### src/rtl/serial_subtractor_pkg.sv
// Shared types and constants for the bit-serial subtractor.
// Holds the FSM state encoding and the default operand width.
package serial_subtractor_pkg;

    localparam int DEFAULT_WIDTH = 8;

    // 2'd3 is unused and falls back to IDLE in the decoder.
    typedef enum logic [1:0] {
        ST_IDLE  = 2'd0,
        ST_SHIFT = 2'd1,
        ST_DONE  = 2'd2
    } state_t;

endpackage

### src/rtl/serial_subtractor_full_subtractor.sv
// Single-bit full subtractor cell: d = a - b - bin.
// Ports: d, bout (outputs); a, b, bin (inputs). Purely combinational.
module full_subtractor (
    output logic d,
    output logic bout,
    input  logic a,
    input  logic b,
    input  logic bin
);

    assign d    = a ^ b ^ bin;
    assign bout = (~a & b) | (~(a ^ b) & bin);

endmodule

### src/rtl/serial_subtractor.sv
// Bit-serial WIDTH-bit subtractor, D = A - B - BIN, one bit per clock, LSB first.
// Ports: CLK, RST (sync, active-high), START/BUSY/DONE handshake,
//        A, B, BIN operands; D, BOUT, V, Z registered results held until next op.
module serial_subtractor
    import serial_subtractor_pkg::*;
#(
    parameter int WIDTH = DEFAULT_WIDTH
) (
    input  logic             CLK,
    input  logic             RST,
    input  logic             START,
    input  logic [WIDTH-1:0] A,
    input  logic [WIDTH-1:0] B,
    input  logic             BIN,
    output logic             BUSY,
    output logic             DONE,
    output logic [WIDTH-1:0] D,
    output logic             BOUT,
    output logic             V,
    output logic             Z
);

    localparam int CW = $clog2(WIDTH);

    state_t           state_q;
    state_t           state_d;
    logic [CW-1:0]    cnt_q;
    logic [WIDTH-1:0] a_sh;
    logic [WIDTH-1:0] b_sh;
    logic [WIDTH-1:0] res_sh;
    logic             brw_q;

    logic             cell_d;
    logic             cell_bout;
    logic [WIDTH-1:0] res_next;
    logic             last;

    full_subtractor u_cell (
        .d    (cell_d),
        .bout (cell_bout),
        .a    (a_sh[0]),
        .b    (b_sh[0]),
        .bin  (brw_q)
    );

    assign res_next = {cell_d, res_sh[WIDTH-1:1]};
    assign last     = (cnt_q == CW'(WIDTH - 1));

    always_comb begin
        state_d = state_q;
        case (state_q)
            ST_IDLE:  if (START) state_d = ST_SHIFT;
            ST_SHIFT: if (last) state_d = ST_DONE;
            ST_DONE:  state_d = ST_IDLE;
            default:  state_d = ST_IDLE;
        endcase
    end

    always_ff @(posedge CLK) begin
        if (RST) begin
            state_q <= ST_IDLE;
            cnt_q   <= '0;
            a_sh    <= '0;
            b_sh    <= '0;
            res_sh  <= '0;
            brw_q   <= 1'b0;
            D       <= '0;
            BOUT    <= 1'b0;
            V       <= 1'b0;
            Z       <= 1'b0;
        end else begin
            state_q <= state_d;
            case (state_q)
                ST_IDLE: begin
                    if (START) begin
                        a_sh  <= A;
                        b_sh  <= B;
                        brw_q <= BIN;
                        cnt_q <= '0;
                    end
                end
                ST_SHIFT: begin
                    a_sh   <= a_sh >> 1;
                    b_sh   <= b_sh >> 1;
                    res_sh <= res_next;
                    brw_q  <= cell_bout;
                    cnt_q  <= cnt_q + 1'b1;
                    if (last) begin
                        // On the final bit the shift-register LSBs
                        // hold the operand sign bits.
                        D    <= res_next;
                        BOUT <= cell_bout;
                        V    <= (a_sh[0] != b_sh[0]) && (cell_d != a_sh[0]);
                        Z    <= (res_next == '0);
                    end
                end
                default: ;
            endcase
        end
    end

    assign BUSY = (state_q == ST_SHIFT) || (state_q == ST_DONE);
    assign DONE = (state_q == ST_DONE);

endmodule

### config.mk
export PLATFORM = sky130hd
export DESIGN_NAME = serial_subtractor
export DESIGN_NICKNAME = d
export VERILOG_FILES = /design/src/rtl/serial_subtractor_pkg.sv /design/src/rtl/serial_subtractor_full_subtractor.sv /design/src/rtl/serial_subtractor.sv
export SDC_FILE = /design/constraint.sdc
export NUM_CORES = 1
export LEC_CHECK = 0
export CORE_MARGIN = 8
export CORE_UTILIZATION = 56
export CTS_CLUSTER_SIZE = 10
export DETAILED_ROUTE_END_ITERATION = 10
export PLACE_DENSITY_LB_ADDON = 0.15
export RECOVER_POWER = 100
export SYNTH_ARGS = -nofsm -noshare
export SYNTH_HDL_FRONTEND = slang
export SYNTH_SLANG_ARGS = --single-unit
### constraint.sdc
create_clock -name CLK -period 3.05 [get_ports CLK]
set_clock_uncertainty 0.05 [all_clocks]
set_input_delay 0.61 -clock CLK [delete_from_list [all_inputs] [get_ports CLK]]
set_output_delay 0.61 -clock CLK [all_outputs]
set_load 0.05 [all_outputs]
* Word level (Yosys, flattened, before mapping)
Index checks and enable logic that the tools add are counted.
** Word-level totals
- Flip-flop bits (word level) :: 41
- Input port bits :: 20
- Output and inout bits :: 13
- Logic and storage cells :: 44
** Operators by class
- Add/subtract/negate cells :: 1
- Equal/unequal tests :: 7
- Muxes and demuxes :: 11
- Bitwise logic cells :: 7
- Reduce and logical (&&, ||, !) cells :: 8
** Operators by type and width (number)
- case mux 8 bit (2 select lines) :: 2
- 2-to-1 mux 8 bit :: 2
- logical NOT 8 bit :: 1
- case mux 3 bit (2 select lines) :: 1
- AND reduction 2 bit :: 3
- 2-to-1 mux 2 bit :: 2
- inequality test 2 bit, second input constant :: 2
- case mux 2 bit (2 select lines) :: 1
- adder 3 x 1 -> 3 bit, second input constant :: 1
- equality test 3 bit, second input constant :: 1
- 2-to-1 mux 3 bit :: 1
- AND 1 bit :: 2
- equality test 2 x 1 -> 1 bit, second input constant :: 1
- equality test 2 bit, second input constant :: 1
- logical NOT 2 bit :: 1
- inequality test 1 bit :: 2
- NOT 1 bit :: 2
- case mux 1 bit (2 select lines) :: 1
- nonzero test 2 bit :: 1
- bitwise XOR 1 bit :: 2
- logical AND 1 bit :: 1
- logical OR 1 bit :: 1
- 2-to-1 mux 1 bit :: 1
- bitwise OR 1 bit :: 1

* Depth between registers and ports, before layout
Gate-level depths: netlist (run 1).
- Depth in word-level cells :: 5
- Depth in mapped cells :: 7
- Gate-level depth less buffers :: 5

* Modules after synthesis
A second synthesis (run 1) with hierarchy kept.
** Unflattened totals
- Cell total of the unflattened synthesis :: 187
- Area total of the unflattened synthesis :: 1895.6 µm²
** Modules (own cells, without submodules)
- serial_subtractor :: instances 1, cells an instance 183, area an instance 1864.3 µm², seq. area each 800.8 µm²
- full_subtractor :: instances 1, cells an instance 4, area an instance 31.3 µm², seq. area each 0.0 µm²

* Worst setup path before layout (run 1)
OpenSTA, ideal clock, no wires.
- Path type :: register to register
- Start :: register a_sh[0]
- End :: register V
- Setup time :: 70 ps
- Arrival time :: 1476 ps
- Required time :: 2930 ps
- Path slack :: 1455 ps
- Stages on the path, launching flop included :: 6
- Buffers on the path :: 0
- Clock period less this slack :: 1595 ps
- Cells stage by stage :: dfxtp_1 -> inv_1 -> fa_1 -> xor2_1 -> or3_1 -> a21oi_1
** Between the ends
- Word-level cells in the longest chain between the ends :: 4
- Elaborated cells on any way between the ends :: 5
- Those cells by class :: eq/ne: 2; bitwise: 2; reduce/logical: 1
** RTL lines
- start: declaration :: RTL line serial_subtractor.sv:28 : logic [WIDTH-1:0] a_sh;
- start signal: assignment :: RTL line serial_subtractor.sv:83 : a_sh <= a_sh >> 1;
- bitwise XOR 1 bit (2 in a row) :: RTL line serial_subtractor_full_subtractor.sv:11 : assign d = a ^ b ^ bin;
- inequality test 1 bit :: RTL line serial_subtractor.sv:93 : V <= (a_sh[0] != b_sh[0]) && (cell_d != a_sh[0]);
- logical AND 1 bit (*) :: RTL line serial_subtractor.sv:93
- end signal: assignment :: RTL line serial_subtractor.sv:93
- end: declaration :: RTL line serial_subtractor.sv:19 : output logic V,
Mark *: on every way between the ends. The rest lies on a longest branch, timed or not.
A chain may end at the register's enable or synchronous reset.

* Worst setup path in the final report (run 1)
- Start :: register state_q[0]
- End :: output BUSY
** Between the ends
- Word-level cells in the longest chain between the ends :: 2
- Elaborated cells on any way between the ends :: 3
- Those cells by class :: eq/ne: 2; reduce/logical: 1
** RTL lines
- start: declaration :: RTL line serial_subtractor.sv:25 : state_t state_q;
- start signal: assignment :: RTL line serial_subtractor.sv:72 : state_q <= state_d;
- equality test 2 x 1 -> 1 bit or equality test 2 bit (tied branches) :: RTL line serial_subtractor.sv:102 : assign BUSY = (state_q == ST_SHIFT) || (state_q == ST_DONE);
- logical OR 1 bit (*) :: RTL line serial_subtractor.sv:102
- end: declaration :: RTL line serial_subtractor.sv:15 : output logic BUSY,
Marked as above.

==> results of run 1 <==
==> stage by stage <==
stage | setup slack [ns] | cell area [µm²] | hold WS, ns
after floorplan | 1.45 | 1940 | 0.394
after global placement | 0.899 | 2200 | 0.394
after detailed placement | 0.830 | 2200 | 0.399
after CTS | 0.510 | 2290 | 0.416
after global routing | 0.370 | 2230 | 0.430
final | 0.475 | 2230 | 0.407
==> sequential cells by signal, indices dropped and copies added (netlist names) <==
register and cells:
state_q 2, res_sh 7, cnt_q 3, b_sh 8
Z 1, D 8, BOUT 1, a_sh 8
brw_q 1, V 1
==> worst max-delay path by stage <==
stage | startpoint | end | slack [ns] | cells after the start
floorplan | a_sh[0] | V | 1.45 | 5
global placement | START | a_sh[0] | 0.90 | 4
detailed placement | START | a_sh[5] | 0.83 | 4
CTS | state_q[0] | BUSY | 0.51 | 3
global route | state_q[0] | BUSY | 0.37 | 3
finish | state_q[0] | BUSY | 0.48 | 3
==> routing by layer <==
layer  vias to the layer above  routed length (µm)
met2                        25                1830
met1                       657                1590
met4                         0                  38
met3                         5                 181
li1                        720                   -
met5                         -                   0
==> worst max-delay path, cell delays in order (launching register included) <==
cell,delay (ns)
dfxtp_1,0.39
inv_1,0.07
ha_1,0.27
dlygate4sd3_1,0.86
==> kinds of logic (layout without fill, tap and decap cells) <==
| kind of cell | Yosys count | count (layout) | share of synthesized area |
|---|---|---|---|
| and+or+nand+nor | 59 | 59 | 0.151 |
| AOI/OAI and AO/OA | 40 | 40 | 0.179 |
| DFF | 40 | 40 | 0.412 |
| muxes | 24 | 24 | 0.128 |
| buffers and inverters | 20 | 46 | 0.0722 |
| adders and majority gates | 7 | 7 | 0.0490 |
| xor gates and xnor gates | 2 | 2 | 0.00902 |
==> final cells by class <==
class                      instances  area (µm²)  area share
timing repair buffer              33         320       0.143
tap                               46        57.6      0.0258
sequential                        40         801       0.358
multi-input combinational        132         947       0.424
clock inverter                     2        38.8      0.0174
inverter                           5        18.8     0.00840
clock buffer                       6        51.3      0.0230
==> cell usage in the layout (no fill, tap or decap), drive strengths merged <==
cell type	n
a211oi	19
xnor2	1
ha	6
bufinv	1
a21oi	15
o21ai	1
a311oi	2
buf	1
nor4b	1
nand2b	3
clkbuf	7
nand2	23
nor2b	2
and3	1
nor2	25
a32oi	2
fa	1
nand3	1
and2	1
dfxtp	40
mux2i	21
or3	1
clkdlybuf4s50	18
a2111oi	1
xor2	1
inv	5
dlygate4sd3	13
clkinv	1
nor4	1
mux2	3
==> power by group through the flow <==
stage	clock (mW)	sequential, mW	combinational, mW
2_1_floorplan	0	0.585	0.194
3_3_place_gp	0	0.589	0.216
3_5_place_dp	0	0.591	0.225
4_1_cts	0.381	0.580	0.227
5_1_grt	0.407	0.583	0.232
6_report	0.367	0.579	0.208
==> out/results.ini, run 1 <==
[global_routing]
grtUsageTotal = 0.146
grt_pass1_wl_mm = 6.38
gr-usage-met1 = 0.155
grt_max_degree = 41
grt.busiest_layer = met2
grt_antenna_before_repair = 0
grt_use_met2 = 0.257
met3_usage = 0.0426
grt_remaining_overflow = 0
grt_pass1_vias = 1469

[critical_path]
path_max_fanout = 3
cp-end-kind = primary output
rrSetupSlack_ns = 0.70
worstPathArrival_ns = 1.91
worstReg2RegStart = state_q[1]
r2r_end = b_sh[2]
rr_worst_depth = 5
required_ns = 2.39
start_kind = flip-flop
path_class = flip-flop to primary output

[yosys]
syn_nets = 219
synth_top_area_cell = dfxtp_1
postSynthAreaPerCell_um2 = 10.1
ys_types = 34
yosysMostFrequentCell = dfxtp_1
ys.flop_type = dfxtp_1
yosysTopAreaCellShare = 0.412
yosys-top-cells-count = dfxtp_1, nand2_1, mux2i_1
synthTopCellsByArea = dfxtp_1, mux2i_1, a211oi_2, nor2_2, nand2_1
synth-seq-area-share = 0.412
yosys_warnings = 0
syn-cell-area_mm2 = 0.00194
async_reset_ff_frac = 0
synthCells = 192
ys_seq_elements = 40
synth-edff-count = 0

[sta]
final-hold-violation-count = 0
slew_violations = 0
worst_slew_pin_slew_ns = 0.826
period_needed_ns = 2.57
finalSetupTns_ns = 0
rsz0062_at_grt = false
period_share = 0.844
setup_viol_count_final = 0
fmaxAchievable_ghz = 0.388
relSlewSlack = 0.449

[placed_design]
gp_congestion = 0.790
portBuffers = 32
post-dp-hpwl_mm = 2.58
dp.cells = 256

[power_and_ir_drop]
clock_power_share = 0.318
ir_drop_uv = 305
pwr-share-seq = 0.502
combPwrFrac = 0.180
power.density_mw_per_mm2 = 516
swShare = 0.266
power.net_switching_mw = 0.307
design_power_total_mw = 1.15
p_int_mw = 0.847
p_leak_nw = 0.841

[routing]
drtIter0Drc = 61
firstDrtPassIters = 4
viasPerCell = 5.33
num_vias = 1407
avgRoutedWirePerCell_um = 13.8
drcViolationCount = 0
routed_wirelength_mm = 3.64
ant_nets = 0

[die]
rows = 21
die_h_um = 74.9
initial_utilization = 0.582
core_area_mm2 = 0.00334
pin_count = 33
die_w_um = 74.9
die_area_mm2 = 0.00561

[layout]
n_fill_cell = 300
nNetsFinal = 244
antenna_cells = 0
fin_cells = 264
fin_util = 0.670
syn_to_final_growth_pct = 15.1
layout-drive-gt1-share = 0.156

[clocking]
cts_hold_buf = 0
cts_buffers = 5
root_buffer = clkbuf_4
htree_levels = 2
postCtsSetupBuffers = 0
clock_path_buffers = 2
cts_resized = 0
clk_latency_ns = 0.34
clk_pin_slew_ns = 0.11
cts_tree = yes
cts_sinks = 40

[flow_run]
max-cap-violations = 0

[min_path]
hold_start = D[3]
hold_path.class = flip-flop to flip-flop
hold_depth = 2
holdPathEnd = D[3]

[status]
outcome = complete, no violations

(Power assumes the default switching activity.)
==> inputs of run 2 (changes only) <==
--- a/config.mk
+++ b/config.mk
@@ -6,7 +6,7 @@
 export NUM_CORES = 1
 export LEC_CHECK = 0
 export CORE_MARGIN = 8
-export CORE_UTILIZATION = 56
+export CORE_UTILIZATION = 52
 export CTS_CLUSTER_SIZE = 10
 export DETAILED_ROUTE_END_ITERATION = 10
 export PLACE_DENSITY_LB_ADDON = 0.15
==> constraint.sdc (replaced) <==
create_clock -name CLK -period 2.6 [get_ports CLK]
set_clock_uncertainty 0.05 [all_clocks]
set_input_delay 0.52 -clock CLK [delete_from_list [all_inputs] [get_ports CLK]]
set_output_delay 0.52 -clock CLK [all_outputs]
set_load 0.05 [all_outputs]
==> run 2 against run 1 <==
Sequential power increased by 17%. Sequential share of layout area unchanged. Power rose by 16%. Global-route usage down 2.3 points. Worst hold slack worse by 0.0035 ns. Non-clock buffer count unchanged. Cell count grew 0.38%. Die area up 6.0%. Combinational power up 14%. Count of clock-buffer cells in the layout rose by 1. Critical path depth stayed put. Worst setup slack got worse by 0.31 ns.
==> out/results.ini, run 2 (same netlist as run 1, synthesis figures left out) <==
[critical_path]
start_kind = flip-flop
critical-path-top-delay-family = buffers and inverters
worstPathArrival_ns = 1.87
required_ns = 2.03
path_class = flip-flop to primary output
cp_num_buf_inv = 2
crit_chain = inv_1 -> ha_1 -> dlygate4sd3_1
cp-end-kind = primary output
path_max_fanout = 3
max_stage_delay_ns = 0.87
slowest_stage = dlygate4sd3_1

[global_routing]
grt_use_met2 = 0.209
grt_pass1_wl_mm = 6.10
met3_usage = 0.0536
grt_pass1_vias = 1363
grt_remaining_overflow = 0
grt_max_degree = 41
grtUsageTotal = 0.123
grt_antenna_before_repair = 0
grt.busiest_layer = met2
gr-usage-met1 = 0.136

[sta]
finalSetupTns_ns = 0
setup_viol_count_final = 0
period_needed_ns = 2.44
slew_violations = 0
period_share = 0.937
fmaxAchievable_ghz = 0.410
final-hold-violation-count = 0
worst_slew_pin_slew_ns = 0.739
rsz0062_at_grt = false
relSlewSlack = 0.507

[min_path]
hold_path.class = flip-flop to flip-flop

[layout]
reg.largest.list = D: 8 flops, a_sh: 8 flops, b_sh: 8 flops
final_cell_mix = dfxtp_1, nand2_1, mux2i_1
n_fill_cell = 332
fin_util = 0.615
syn_to_final_growth_pct = 15.1
multi_input_area_um2 = 938
antenna_cells = 0
final_common_cell = dfxtp_1
nNetsFinal = 244
layout-drive-gt1-share = 0.147
seqCellArea_um2 = 801

[clocking]
clock_path_buffers = 2
cts_buffers = 5
htree_levels = 2
root_buffer = clkbuf_8
cts_resized = 0
cts_sinks = 40
cts_tree = yes
clk_pin_slew_ns = 0.07
postCtsSetupBuffers = 0
cts_hold_buf = 0
clk_latency_ns = 0.28

[power_and_ir_drop]
ir_drop_uv = 409
p_leak_nw = 0.837
power.density_mw_per_mm2 = 600

[die]
die_area_mm2 = 0.00595
pin_count = 33
die_h_um = 77.1
core_area_mm2 = 0.00363
rows = 22
initial_utilization = 0.534
die_w_um = 77.1

[placed_design]
gp_congestion = 0.761
post-dp-hpwl_mm = 2.59
portBuffers = 32

[routing]
ant_nets = 0
drcViolationCount = 0
num_vias = 1389
drtIter0Drc = 88
routed_wirelength_mm = 3.62
firstDrtPassIters = 4
viasPerCell = 5.24
avgRoutedWirePerCell_um = 13.7

[status]
outcome = complete, no violations

[flow_run]
max-cap-violations = 0

-- run 2: per-layer routing --
metal	part of all wire	wire, µm
met4	0.0058	21
met1	0.44	1580
met5	0	0
met2	0.50	1820
met3	0.054	194
-- run 2: power breakdown --
| group | internal (mW) | total, mW | switching [mW] |
|---|---|---|---|
| combinational | 0.112 | 0.237 | 0.126 |
| sequential | 0.650 | 0.680 | 0.0301 |
| clock | 0.236 | 0.425 | 0.189 |
| total | 0.997 | 1.34 | 0.344 |
-- run 2: final timing paths --
check | startpoint | end | slack, ns | depth (start not counted)
worst max-delay path | state_q[0] | BUSY | 0.16 | 3
worst min-delay path | D[3] | D[3] | 0.40 | 2
worst max register to register | state_q[1] | a_sh[4] | 0.47 | 5
worst min register to register | D[3] | D[3] | 0.40 | 2
-- run 2: area by class of cell --
type                            instances  share of cell area
Multi-Input combinational cell        132               0.420
Sequential cell                        40               0.358
Timing Repair Buffer                   33               0.143
Clock buffer                            7              0.0431
Tap cell                               48              0.0269
Inverter                                5             0.00840
-- run 2: stage by stage --
step / hold slack (ns) / power [mW] / cells / cell area (µm²) / setup WS (ns)
2_1_floorplan: 0.394 / 0.915 / 192 / 1940 / 1.00
3_3_place_gp: 0.395 / 0.945 / 258 / 2210 / 0.540
3_5_place_dp: 0.402 / 0.956 / 258 / 2210 / 0.485
4_1_cts: 0.412 / 1.38 / 265 / 2300 / 0.205
5_1_grt: 0.427 / 1.42 / 265 / 2230 / 0.0933
6_report: 0.403 / 1.34 / 265 / 2230 / 0.163
-- run 2: worst min-delay path, cell delays in order, from the launching register on --
cell	delay, ns
dfxtp_1	0.31
nand2_1	0.05
a21oi_1	0.05
==> inputs of run 3 (changes only) <==
--- a/config.mk
+++ b/config.mk
@@ -9,7 +9,7 @@
 export CORE_UTILIZATION = 52
 export CTS_CLUSTER_SIZE = 10
 export DETAILED_ROUTE_END_ITERATION = 10
-export PLACE_DENSITY_LB_ADDON = 0.15
+export PLACE_DENSITY = 0.78
 export RECOVER_POWER = 100
 export SYNTH_ARGS = -nofsm -noshare
 export SYNTH_HDL_FRONTEND = slang
==> run 3 against run 2 <==
Count of clock-buffer cells in the layout down 1. Wire length up 1.8%. Via count down 0.14%. Global-route usage up 0.79 points. Sequential power about the same. Non-clock buffer count up 1. Cell count up 0.38%. Cell area up 1.8%. Clock power down 9.6%. Worst setup slack better by 0.020 ns. Power down 1.5%. Die area unchanged. Critical endpoint unchanged. Largest cell class unchanged.
==> out/results.ini, run 3 (same netlist as run 1, synthesis figures left out) <==
[power_and_ir_drop]
p_leak_nw = 0.842
power.density_mw_per_mm2 = 581
ir_drop_uv = 343
design_power_total_mw = 1.32

[clocking]
clk_latency_ns = 0.29
cts_sinks = 40
clk_pin_slew_ns = 0.07
htree_levels = 2
cts_hold_buf = 0
cts_buffers = 5
clock_path_buffers = 2
cts_tree = yes
root_buffer = clkbuf_8
cts_resized = 0
postCtsSetupBuffers = 0

[critical_path]
start_kind = flip-flop
worstReg2RegStart = state_q[1]
crit_chain = inv_1 -> ha_1 -> dlygate4sd3_1
max_stage_delay_ns = 0.86
rrSetupSlack_ns = 0.44
cp-end-kind = primary output
worstPathArrival_ns = 1.85
rr_worst_depth = 5
path_max_fanout = 3
path_class = flip-flop to primary output
required_ns = 2.03
r2r_end = a_sh[0]
slowest_stage = dlygate4sd3_1

[min_path]
hold_path.class = flip-flop to flip-flop
hold_start = D[0]
holdPathEnd = D[0]
hold_depth = 2

[layout]
layout-drive-gt1-share = 0.183
reg.largest.list = D: 8 flops, a_sh: 8 flops, b_sh: 8 flops
seqCellArea_um2 = 801
nNetsFinal = 245
multi_input_area_um2 = 995
antenna_cells = 0
final_area_mm2 = 0.00227
fin_util = 0.626
n_fill_cell = 331
final_common_cell = dfxtp_1
final_cell_mix = dfxtp_1, nand2_1, mux2i_1
syn_to_final_growth_pct = 17.1
fin_cells = 266

[sta]
fmaxAchievable_ghz = 0.414
setup_viol_count_final = 0
finalSetupTns_ns = 0
worst_slew_pin_slew_ns = 0.937
whs_ns = 0.406
period_share = 0.929
slew_violations = 0
timing.final.ws_setup_ns = 0.184
final-hold-violation-count = 0
rsz0062_at_grt = false
period_needed_ns = 2.42
relSlewSlack = 0.375

[routing]
wl_met3_um = 224
avgRoutedWirePerCell_um = 13.8
routed_wirelength_mm = 3.68
num_vias = 1387
top_layer = met4
firstDrtPassIters = 4
drtIter0Drc = 75
drt-met1-wl_mm = 1.58
ant_nets = 0
drcViolationCount = 0
viasPerCell = 5.21
met2_length_mm = 1.83

[die]
core_area_mm2 = 0.00363
die_w_um = 77.1
pin_count = 33
rows = 22
initial_utilization = 0.534
die_area_mm2 = 0.00595
die_h_um = 77.1

[placed_design]
portBuffers = 32
gp_congestion = 0.718
dpl_cell_area_mm2 = 0.00221
dp.cells = 259
post-dp-hpwl_mm = 2.63
pre_cts_slack_ns = 0.487

[global_routing]
grtUsageTotal = 0.131
grt_max_degree = 41
grt_pass1_vias = 1412
grt_remaining_overflow = 0
grt_antenna_before_repair = 0
grt_pass1_wl_mm = 6.41

[flow_run]
max-cap-violations = 0

[status]
outcome = complete, no violations

==> run 3: area by class of cell <==
type	instances	area share
multi-input cells	132	0.437
clock inverters	1	0.00220
well taps	48	0.0264
inverters	5	0.00825
flip-flops and latches	40	0.352
repair buffers	34	0.142
clock buffers	6	0.0319
==> run 3: worst max path at each step <==
stage | start | end | slack (ns)
floorplan | a_sh[0] | V | 1.00
global placement | START | a_sh[0] | 0.54
detailed placement | START | a_sh[0] | 0.49
CTS | state_q[0] | BUSY | 0.22
global route | state_q[0] | BUSY | 0.12
finish | state_q[0] | BUSY | 0.18
==> run 3: critical path, delay by kind of cell, from the launching register on <==
family     cells  cell delay [ns]
fa+ha+maj      1             0.27
buf+inv        2             0.93
flops          1             0.35
==> run 3: routing by layer <==
metal | vias to the layer above | track usage
met1 | 642 | 0.141
met5 | - | 0
li1 | 714 | -
met2 | 24 | 0.223
met4 | 0 | 0.0509
met3 | 7 | 0.0536
==> run 3: power by group <==
part | switching, mW | total (mW) | internal [mW]
clock | 0.202 | 0.384 | 0.182
combinational | 0.137 | 0.257 | 0.120
sequential | 0.0297 | 0.680 | 0.650
